[src/rtl/frame_dump_ctrl.sv]
// Button-triggered dump of one downsampled frame to the UART.
// Sends a 2-byte sync header, then WIDTH x HEIGHT pixels row-major.
module frame_dump_ctrl #(
  parameter int WIDTH = 40,
  parameter int HEIGHT = 30,
  parameter int X_BITS = 6,
  parameter int Y_BITS = 5,
  parameter int READ_LATENCY = 1,
  parameter int DEBOUNCE_BITS = 14,
  parameter int HOLDOFF_BITS = 13,
  parameter logic [7:0] SYNC0 = 8'hA5,
  parameter logic [7:0] SYNC1 = 8'h5A
) (
  input  logic              clk,
  input  logic              areset_n,
  input  logic              btn,
  input  logic              abort,
  output logic [X_BITS-1:0] read_x,
  output logic [Y_BITS-1:0] read_y,
  input  logic [7:0]        read_data,
  input  logic              uart_busy,
  output logic              uart_write,
  output logic [7:0]        uart_data,
  output logic              dump_active,
  output logic              dump_done
);

  typedef enum logic [2:0] {
    S_IDLE,
    S_HDR0,
    S_HDR1,
    S_RD_WAIT,
    S_PIX
  } state_t;

  localparam logic [1:0] LAT_INIT = 2'(READ_LATENCY);
  localparam logic [X_BITS-1:0] X_LAST = X_BITS'(WIDTH - 1);
  localparam logic [Y_BITS-1:0] Y_LAST = Y_BITS'(HEIGHT - 1);

  state_t state, state_d;

  logic btn_s0, btn_s1;
  logic armed;
  logic [DEBOUNCE_BITS-1:0] deb_cnt;
  logic [HOLDOFF_BITS-1:0] hold_cnt;
  logic [1:0] lat_cnt, lat_d;

  logic [X_BITS-1:0] x_d;
  logic [Y_BITS-1:0] y_d;
  logic [7:0] data_d;
  logic write_d, done_d, active_d;

  logic deb_sat, hold_sat, trigger;
  logic send_ok, abort_ok, last_x, last_y;

  assign deb_sat  = &deb_cnt;
  assign hold_sat = &hold_cnt;
  assign trigger  = deb_sat & armed & (state == S_IDLE);
  assign send_ok  = hold_sat & ~uart_busy & ~uart_write;
  assign abort_ok = abort & ~uart_write;
  assign last_x   = (read_x == X_LAST);
  assign last_y   = (read_y == Y_LAST);

  // Button synchroniser, debounce, re-arm and inter-byte holdoff
  always_ff @(posedge clk or negedge areset_n) begin
    if (!areset_n) begin
      btn_s0   <= 1'b0;
      btn_s1   <= 1'b0;
      deb_cnt  <= '0;
      armed    <= 1'b1;
      hold_cnt <= '0;
    end else begin
      btn_s0 <= btn;
      btn_s1 <= btn_s0;
      if (!btn_s1) begin
        deb_cnt <= '0;
      end else if (!deb_sat) begin
        deb_cnt <= deb_cnt + 1'b1;
      end
      if (trigger) begin
        armed <= 1'b0;
      end else if (!btn_s1) begin
        armed <= 1'b1;
      end
      if (uart_busy || uart_write) begin
        hold_cnt <= '0;
      end else if (!hold_sat) begin
        hold_cnt <= hold_cnt + 1'b1;
      end
    end
  end

  // State register
  always_ff @(posedge clk or negedge areset_n) begin
    if (!areset_n) begin
      state <= S_IDLE;
    end else begin
      state <= state_d;
    end
  end

  // Next-state logic; abort wins over advancing but not over a write
  always_comb begin
    state_d = state;
    unique case (state)
      S_IDLE: begin
        if (trigger) state_d = S_HDR0;
      end
      S_HDR0: begin
        if (abort_ok) state_d = S_IDLE;
        else if (send_ok) state_d = S_HDR1;
      end
      S_HDR1: begin
        if (abort_ok) state_d = S_IDLE;
        else if (send_ok) state_d = S_RD_WAIT;
      end
      S_RD_WAIT: begin
        if (abort_ok) state_d = S_IDLE;
        else if (lat_cnt == 2'd0) state_d = S_PIX;
      end
      S_PIX: begin
        if (abort_ok) state_d = S_IDLE;
        else if (send_ok) state_d = (last_x && last_y) ? S_IDLE : S_RD_WAIT;
      end
      default: state_d = S_IDLE;
    endcase
  end

  // Next values of the registered outputs and latency counter
  always_comb begin
    write_d  = 1'b0;
    done_d   = 1'b0;
    data_d   = uart_data;
    x_d      = read_x;
    y_d      = read_y;
    lat_d    = lat_cnt;
    active_d = trigger | (state != S_IDLE);
    unique case (state)
      S_IDLE: begin
        if (trigger) begin
          x_d = '0;
          y_d = '0;
        end
      end
      S_HDR0: begin
        if (send_ok) begin
          write_d = 1'b1;
          data_d  = SYNC0;
        end
      end
      S_HDR1: begin
        if (send_ok) begin
          write_d = 1'b1;
          data_d  = SYNC1;
          lat_d   = LAT_INIT;
        end
      end
      S_RD_WAIT: begin
        if (lat_cnt == 2'd0) data_d = read_data;
        else lat_d = lat_cnt - 2'd1;
      end
      S_PIX: begin
        if (send_ok) begin
          write_d = 1'b1;
          if (!abort_ok) begin
            lat_d = LAT_INIT;
            if (last_x && last_y) begin
              done_d = 1'b1;
              x_d    = '0;
              y_d    = '0;
            end else if (last_x) begin
              x_d = '0;
              y_d = read_y + Y_BITS'(1);
            end else begin
              x_d = read_x + X_BITS'(1);
            end
          end
        end
      end
      default: begin
        write_d = 1'b0;
      end
    endcase
  end

  // Output and latency registers
  always_ff @(posedge clk or negedge areset_n) begin
    if (!areset_n) begin
      read_x      <= '0;
      read_y      <= '0;
      uart_write  <= 1'b0;
      uart_data   <= '0;
      dump_active <= 1'b0;
      dump_done   <= 1'b0;
      lat_cnt     <= '0;
    end else begin
      read_x      <= x_d;
      read_y      <= y_d;
      uart_write  <= write_d;
      uart_data   <= data_d;
      dump_active <= active_d;
      dump_done   <= done_d;
      lat_cnt     <= lat_d;
    end
  end

endmodule

[config.mk]
export PLATFORM = sky130hd
export DESIGN_NAME = frame_dump_ctrl
export DESIGN_NICKNAME = d
export VERILOG_FILES = /design/src/rtl/frame_dump_ctrl.sv
export SDC_FILE = /design/constraint.sdc
export NUM_CORES = 1
export LEC_CHECK = 0
export ABC_AREA = 1
export CAP_MARGIN = 20
export CORE_UTILIZATION = 37
export CTS_CLUSTER_DIAMETER = 150
export DETAILED_ROUTE_END_ITERATION = 10
export GPL_TIMING_DRIVEN = 0
export PLACE_DENSITY_LB_ADDON = 0.05
export RECOVER_POWER = 50
export SYNTH_ARGS = -nofsm -noshare
export SYNTH_HDL_FRONTEND = slang
export SYNTH_SLANG_ARGS = --single-unit
[constraint.sdc]
create_clock -name clk -period 3.2 [get_ports clk]
set_input_delay 0.32 -clock clk [delete_from_list [all_inputs] [get_ports clk]]
set_output_delay 0.32 -clock clk [all_outputs]
set_load 0.005 [all_outputs]
==> results of run 1 <==
==> how the worst max path moves through the flow <==
stage | endpoint | slack, ns | from | cells past startpoint
after floorplan | uart_data[5] | 1.64 | hold_cnt[0] | 9
after global placement | lat_cnt[0] | -0.15 | areset_n | 1
after detailed placement | read_y[1] | 1.22 | uart_busy | 9
after CTS | uart_data[5] | 1.31 | hold_cnt[0] | 9
after global routing | read_y[3] | 1.05 | hold_cnt[0] | 10
final | uart_data[6] | 1.28 | hold_cnt[0] | 9
==> layer usage <==
layer  global-route usage  wire [um]  vias to the layer above
li1                     -          -                     1449
met1               0.2513       3646                     1278
met2               0.2657       3019                       54
met3              0.04026        271                        8
met4              0.07308        110                        0
met5                    0          0                        -
==> synth_stat cells, drive strengths merged <==
| master | count | share of area |
|---|---|---|
| nand2 | 114 | 0.14 |
| dfstp | 1 | 0.0083 |
| a21oi | 13 | 0.021 |
| xor2 | 5 | 0.014 |
| nor3 | 13 | 0.022 |
| or3 | 1 | 0.0020 |
| buf | 4 | 0.0091 |
| a31oi | 3 | 0.0060 |
| clkbuf | 2 | 0.0024 |
| nand3 | 50 | 0.088 |
| or2 | 1 | 0.0020 |
| nor3b | 1 | 0.0024 |
| o21bai | 1 | 0.0024 |
| nand4 | 16 | 0.032 |
| dfrtp | 56 | 0.44 |
| o31ai | 5 | 0.012 |
| inv | 51 | 0.061 |
| xnor2 | 1 | 0.0028 |
| a31o | 3 | 0.0083 |
| nand3b | 1 | 0.0024 |
| nor2 | 43 | 0.060 |
| ha | 6 | 0.024 |
| o21ai | 22 | 0.036 |
==> registers in the layout, summed over array words and instances (netlist names), 2 cells and up <==
register	flops
hold_cnt	13
deb_cnt	14
lat_cnt	2
uart_data	8
read_x	6
state	3
read_y	5
==> through the flow <==
stage	instance area (um^2)	worst slack [ns]	utilization
2_1_floorplan	3154	1.641	-
3_3_place_gp	3626	-0.1528	0.4413
3_5_place_dp	3641	1.218	0.4431
4_1_cts	3871	1.311	0.4711
5_1_grt	3867	1.054	0.4707
6_report	3867	1.278	0.4707
==> final cells by class <==
type	instances	share of cell area
clock buffer	12	0.04012
clock inverter	4	0.01941
inverter	51	0.04950
tap	105	0.03397
multi-input combinational	299	0.3869
timing repair buffer	35	0.09156
buffer	6	0.009382
sequential	57	0.3691
==> critical path, stage by stage (launching register included) <==
cell	delay, ns
dfrtp_1	0.44
ha_1	0.30
nand3_1	0.12
inv_1	0.06
nand2_1	0.15
nor2_4	0.09
o21ai_2	0.27
buf_2	0.28
nand2_1	0.07
o21ai_1	0.07
==> kinds of logic after synthesis <==
family,share of synthesized area
adders and majority gates,0.02380
AOI/OAI and AO/OA,0.08529
DFF,0.4526
buffers and inverters,0.07219
xor gates and xnor gates,0.01666
and+or+nand+nor,0.3495
==> power by group <==
part | internal [W] | total (W) | switching (W)
Combinational | 0.000238 | 0.000624 | 0.000385
Sequential | 0.000801 | 0.000850 | 0.0000490
Clock | 0.000481 | 0.000785 | 0.000304
==> summary.md, run 1 <==
| Metric | Value |
|---|---|
| Slew margin rel. | `0.01356` |
| FILL cells | `slightly above 800` |
| Core area | `0.008217 mm^2` |
| Wirelength, routed | `7048 um` |
| CP Data Required Time | `3.46 ns` |
| Worst r2r src | `hold_cnt[0]` |
| Final nets | `478` |
| CTS Buffer Depth | `2` |
| Hold Buf Count CTS | `0` |
| Pin count of the biggest net entering global routing | `33` |
| Die H | `94.33 um` |
| Initial Utilization | `0.3839` |
| Seq cells post-synth | `57` |
| Worst setup EP type | `register` |
| Slew Viols, Final | `0` |
| DR pass1 iterations | `4` |
| Unrepaired setup endpoints after global routing | `no` |
| Die area | `0.008898 mm^2` |
| Synth Cell Area | `0.003154 mm^2` |
| CTS root buf | `clkbuf_8` |
| Drt via density | `4.902` |
| Initial DRC count | `81` |
| H-tree Lvls | `3` |
| Max-cap viol count | `0` |
| Chip width | `94.33 um` |
| Reg2reg end | `uart_data[6]` |
| IO buf count | `34` |
| Final hold slack | `0.3188 ns` |
| Max rail drop VDD | `0.0003493 V` |
| Clock slew at reported path FFs | `0.07 ns` |
| Multi-input logic area | `0.001496 mm^2` |
| Num rows | `33` |
| Total CTS buffers | `9` |
| Synth unique cells | `34` |
| Cell Count Post-Placement | `553` |
| Layout area overhead | `22.61%` |
| Synthesized Nets | `about 430` |
| ANT nets after route | `0` |
| TNS Setup | `0 ns` |
| Setup violations, final | `0` |
| Worst slew pin tran | `approximately 1.5 ns` |
| Worst EP arrival | `2.18 ns` |
| Setup Buffers After CTS | `0` |
| Synth warnings | `0` |
| Hpwl dp | `5049 um` |
| Final Hold Vio Count | `0` |
| Vias in the first global route | `around 2.6k` |
| Final period util | `0.6007` |
| Commonest non-fill, non-tap cell in the layout | `nand2_1` |
| Clock latency on the worst-skew pair | `0.34 ns` |
| Post-Synthesis Cells | `413` |
| ANT cells | `0` |
| Slack of the worst reg-to-reg path | `1.28 ns` |
| CTS tree | `done` |
| Worst setup SP type | `register` |
| Syn avg cell area | `around 7.6 um^2` |
| Pleak | `1.813 nW` |
| Worst r2r path cells | `9` |
| Post-cts repair resize count | `0` |
| Share of layout cells above drive strength 1 | `0.1013` |
| Ports | `35` |
| Routability congestion estimate | `0.7790` |
| Clk_skew | `0.009927 ns` |
| Clock Sinks | `57` |
| Minimum clock period | `approximately 1.9 ns` |
| Routed wire length per instance | `12.39 um` |
| Number of remaining DRC errors | `0` |
| Vias | `2789` |
| Kind of critical path | `register to register` |
| First-pass GRT wire length | `12340 um` |
| Final cell count without fillers | `~570` |
| Seq. cell area | `0.001428 mm^2` |
| CP Max Fanout | `10` |
| Status | `finished clean` |
| Overall Power | `0.002259 W` |
| Global-route usage over all layers | `0.1793` |
| Hold Path Class | `primary input to asynchronous set/reset pin` |
| Pwr dens | `584.2 mW/mm^2` |
| Initial antenna violation count | `0` |
| Commonest cells after routing, fill and taps aside | `111 x nand2_1, 56 x dfrtp_1, 46 x nand3_1` |
| Register area share after synthesis | `0.4526` |
| Grt total ovfl | `0` |
| Fmax | `520.3 MHz` |
(Power assumes the default switching activity.)
==> inputs of run 2 (changes only) <==
==> constraint.sdc (replaced) <==
create_clock -name clk -period 1.5 [get_ports clk]
set_input_delay 0.15 -clock clk [delete_from_list [all_inputs] [get_ports clk]]
set_output_delay 0.15 -clock clk [all_outputs]
set_load 0.005 [all_outputs]
==> run 2 against run 1 <==
  * The run now ends with setup timing left
  * Hold slack improved by 0.031 ns
  * Total power rose by 130%
  * Worst setup slack got worse by 1.4 ns
  * Critical path depth did not move
  * Non-clock buffer count rose by 45
  * Combinational power rose to 3.2 times the previous value
  * Clock skew rose by 0.0043 ns
  * Clock-buffer cell count rose by 1
  * Highest routed layer unchanged
  * Register-to-register slack got worse by 1.4 ns
  * Critical path type unchanged
  * Global-route usage rose by 1.5 points
  * Cell count rose by 7.9%
==> summary.md, run 2 (synthesized netlist as in run 1, its figures left out) <==
| Metric | Value |
|---|---|
| Die H | `between 90 and 100 um` |
| CP cell instances | `nand2_1 > nor2_2 > nand2_4 > nor2_4 > buf_4 > o21ai_4 > buf_6 > nand2_2 > o21ai_1` |
| Initial DRC count | `between 100 and 150` |
| Worst EP arrival | `1.82 ns` |
| Drt via density | `between 5 and 6` |
| Max-cap viol count | `0` |
| Pleak | `~2.1 nW` |
| Fmax | `approximately 620 MHz` |
| Chip width | `94.33 um` |
| Ports | `35` |
| GR Layer Usage met1 | `0.2630` |
| Final worst setup slack | `-0.1069 ns` |
| Crit-path leading delay family | `simple AND/OR/NAND/NOR gates` |
| Layout area overhead | `47.36%` |
| Max rail drop VDD | `0.0008075 V` |
| Failing checks | `setup timing` |
| Largest registers | `deb_cnt x14, hold_cnt x13, uart_data x8` |
| Wirelength, routed | `8329 um` |
| CP Max Fanout | `6` |
| Number of remaining DRC errors | `0` |
| Hpwl dp | `approximately 5100 um` |
| Global-route usage over all layers | `0.1940` |
| Setup violations, final | `35` |
| Worst slew pin tran | `approximately 0.64 ns` |
| ANT cells | `0` |
| Slowest stage cell, crit path | `dfrtp_1` |
| Initial antenna violation count | `0` |
| Commonest non-fill, non-tap cell in the layout | `nand2_1` |
| Hold Path Class | `register to register` |
| Total CTS buffers | `9` |
| Final Hold Vio Count | `0` |
| Clock Sinks | `57` |
| Slew margin rel. | `0.5716` |
| Initial Utilization | `0.3839` |
| Pin count of the biggest net entering global routing | `34` |
| Routability congestion estimate | `0.8550` |
| Critical Path Max Stage Delay | `0.41 ns` |
| Unrepaired setup endpoints after global routing | `yes` |
| Overall Power | `0.005132 W` |
| CTS root buf | `clkbuf_8` |
| Clk_skew | `0.01423 ns` |
| Clock latency on the worst-skew pair | `roughly 0.34 ns` |
| CTS Buffer Depth | `2` |
| Share of layout cells above drive strength 1 | `0.3418` |
| Kind of critical path | `register to register` |
| TNS Setup | `-1.932 ns` |
| Largest register FFs | `14` |
| First-pass GRT wire length | `13350 um` |
| Status | `finished, violations left` |
| H-tree Lvls | `3` |
| Worst setup SP type | `register` |
| CTS tree | `done` |
| Vias | `3085` |
| Met3 Resource Use GR | `0.03301` |
| Met2 Usage GRT | `0.3116` |
| Gr busiest metal | `met2` |
| Vias in the first global route | `2849` |
| CP Data Required Time | `1.71 ns` |
| Slew Viols, Final | `0` |
| IO buf count | `34` |
| Core area | `a little over 0.008 mm^2` |
| DR pass1 iterations | `4` |
| Final nets | `523` |
| Clock slew at reported path FFs | `0.06 ns` |
| Die area | `0.008898 mm^2` |
| Routed wire length per instance | `13.57 um` |
| Grt total ovfl | `0` |
| ANT nets after route | `0` |
| Most flop-heavy register | `deb_cnt` |
| Final period util | `1.071` |
| Num rows | `33` |
| Worst setup EP type | `register` |
| WP buf/inv | `2` |
| Commonest cells after routing, fill and taps aside | `75 x nand2_1, 50 x dfrtp_1, 41 x inv_1` |
| Minimum clock period | `1.607 ns` |
| Pwr dens | `1104 mW/mm^2` |
[run 2: area by class of cell]
type / count / area, um^2
Buffer: 6 / 57.56
Clock buffer: 13 / 158.9
Clock inverter: 3 / 15.01
Fill cell: 755 / 3568
Inverter: 51 / 202.7
Multi-Input combinational cell: 299 / 1901
Sequential cell: 57 / 1435
Tap cell: 105 / 131.4
Timing Repair Buffer: 80 / 747.0
[run 2: power breakdown]
part | internal [W] | total [W] | switching (W)
clock | 0.000683 | 0.00130 | 0.000618
sequential | 0.00171 | 0.00184 | 0.000130
combinational | 0.000891 | 0.00199 | 0.00110
total | 0.00328 | 0.00513 | 0.00185
[run 2: final timing paths]
check / startpoint / end / slack, ns / cells after the start
hold / removal: btn_s0 / btn_s1 / 0.35 / 0
hold reg to reg: btn_s0 / btn_s1 / 0.35 / 0
min in group asynchronous: areset_n / deb_cnt[10] / 0.36 / 2
setup reg to reg: hold_cnt[5] / uart_data[4] / -0.11 / 9
setup / recovery: hold_cnt[5] / uart_data[4] / -0.11 / 9
max in group asynchronous: areset_n / hold_cnt[0] / 0.14 / 3
[run 2: timing repair]
action                     CTS  global route
setup endpoints to repair   48            53
gates resized for setup     36            88
hold buffers                 1             0
buffers inserted            27            13
gates cloned                 2             2
pin swaps                   12            22
hold endpoints to repair    24             0
[run 2: per-layer routing]
layer  share of wire  wire length, um  vias up
li1                -                -     1548
met4           0.014              114        0
met1            0.48             3992     1458
met3           0.033              272       10
met5               0                0        -
met2            0.47             3949       69
[run 2: metrics by stage]
step	hold WS, ns	utilization	worst slack, ns	area, um^2	cells
6_report	0.3500	0.5657	-0.1069	4648	614
5_1_grt	0.3569	0.5657	-0.1880	4648	614
4_1_cts	0.2429	0.5142	-0.03066	4225	599
3_5_place_dp	0.1960	0.4465	-0.3265	3669	553
3_3_place_gp	0.3329	0.4446	-1.664	3654	552
2_1_floorplan	-0.1456	-	0.01692	3182	413
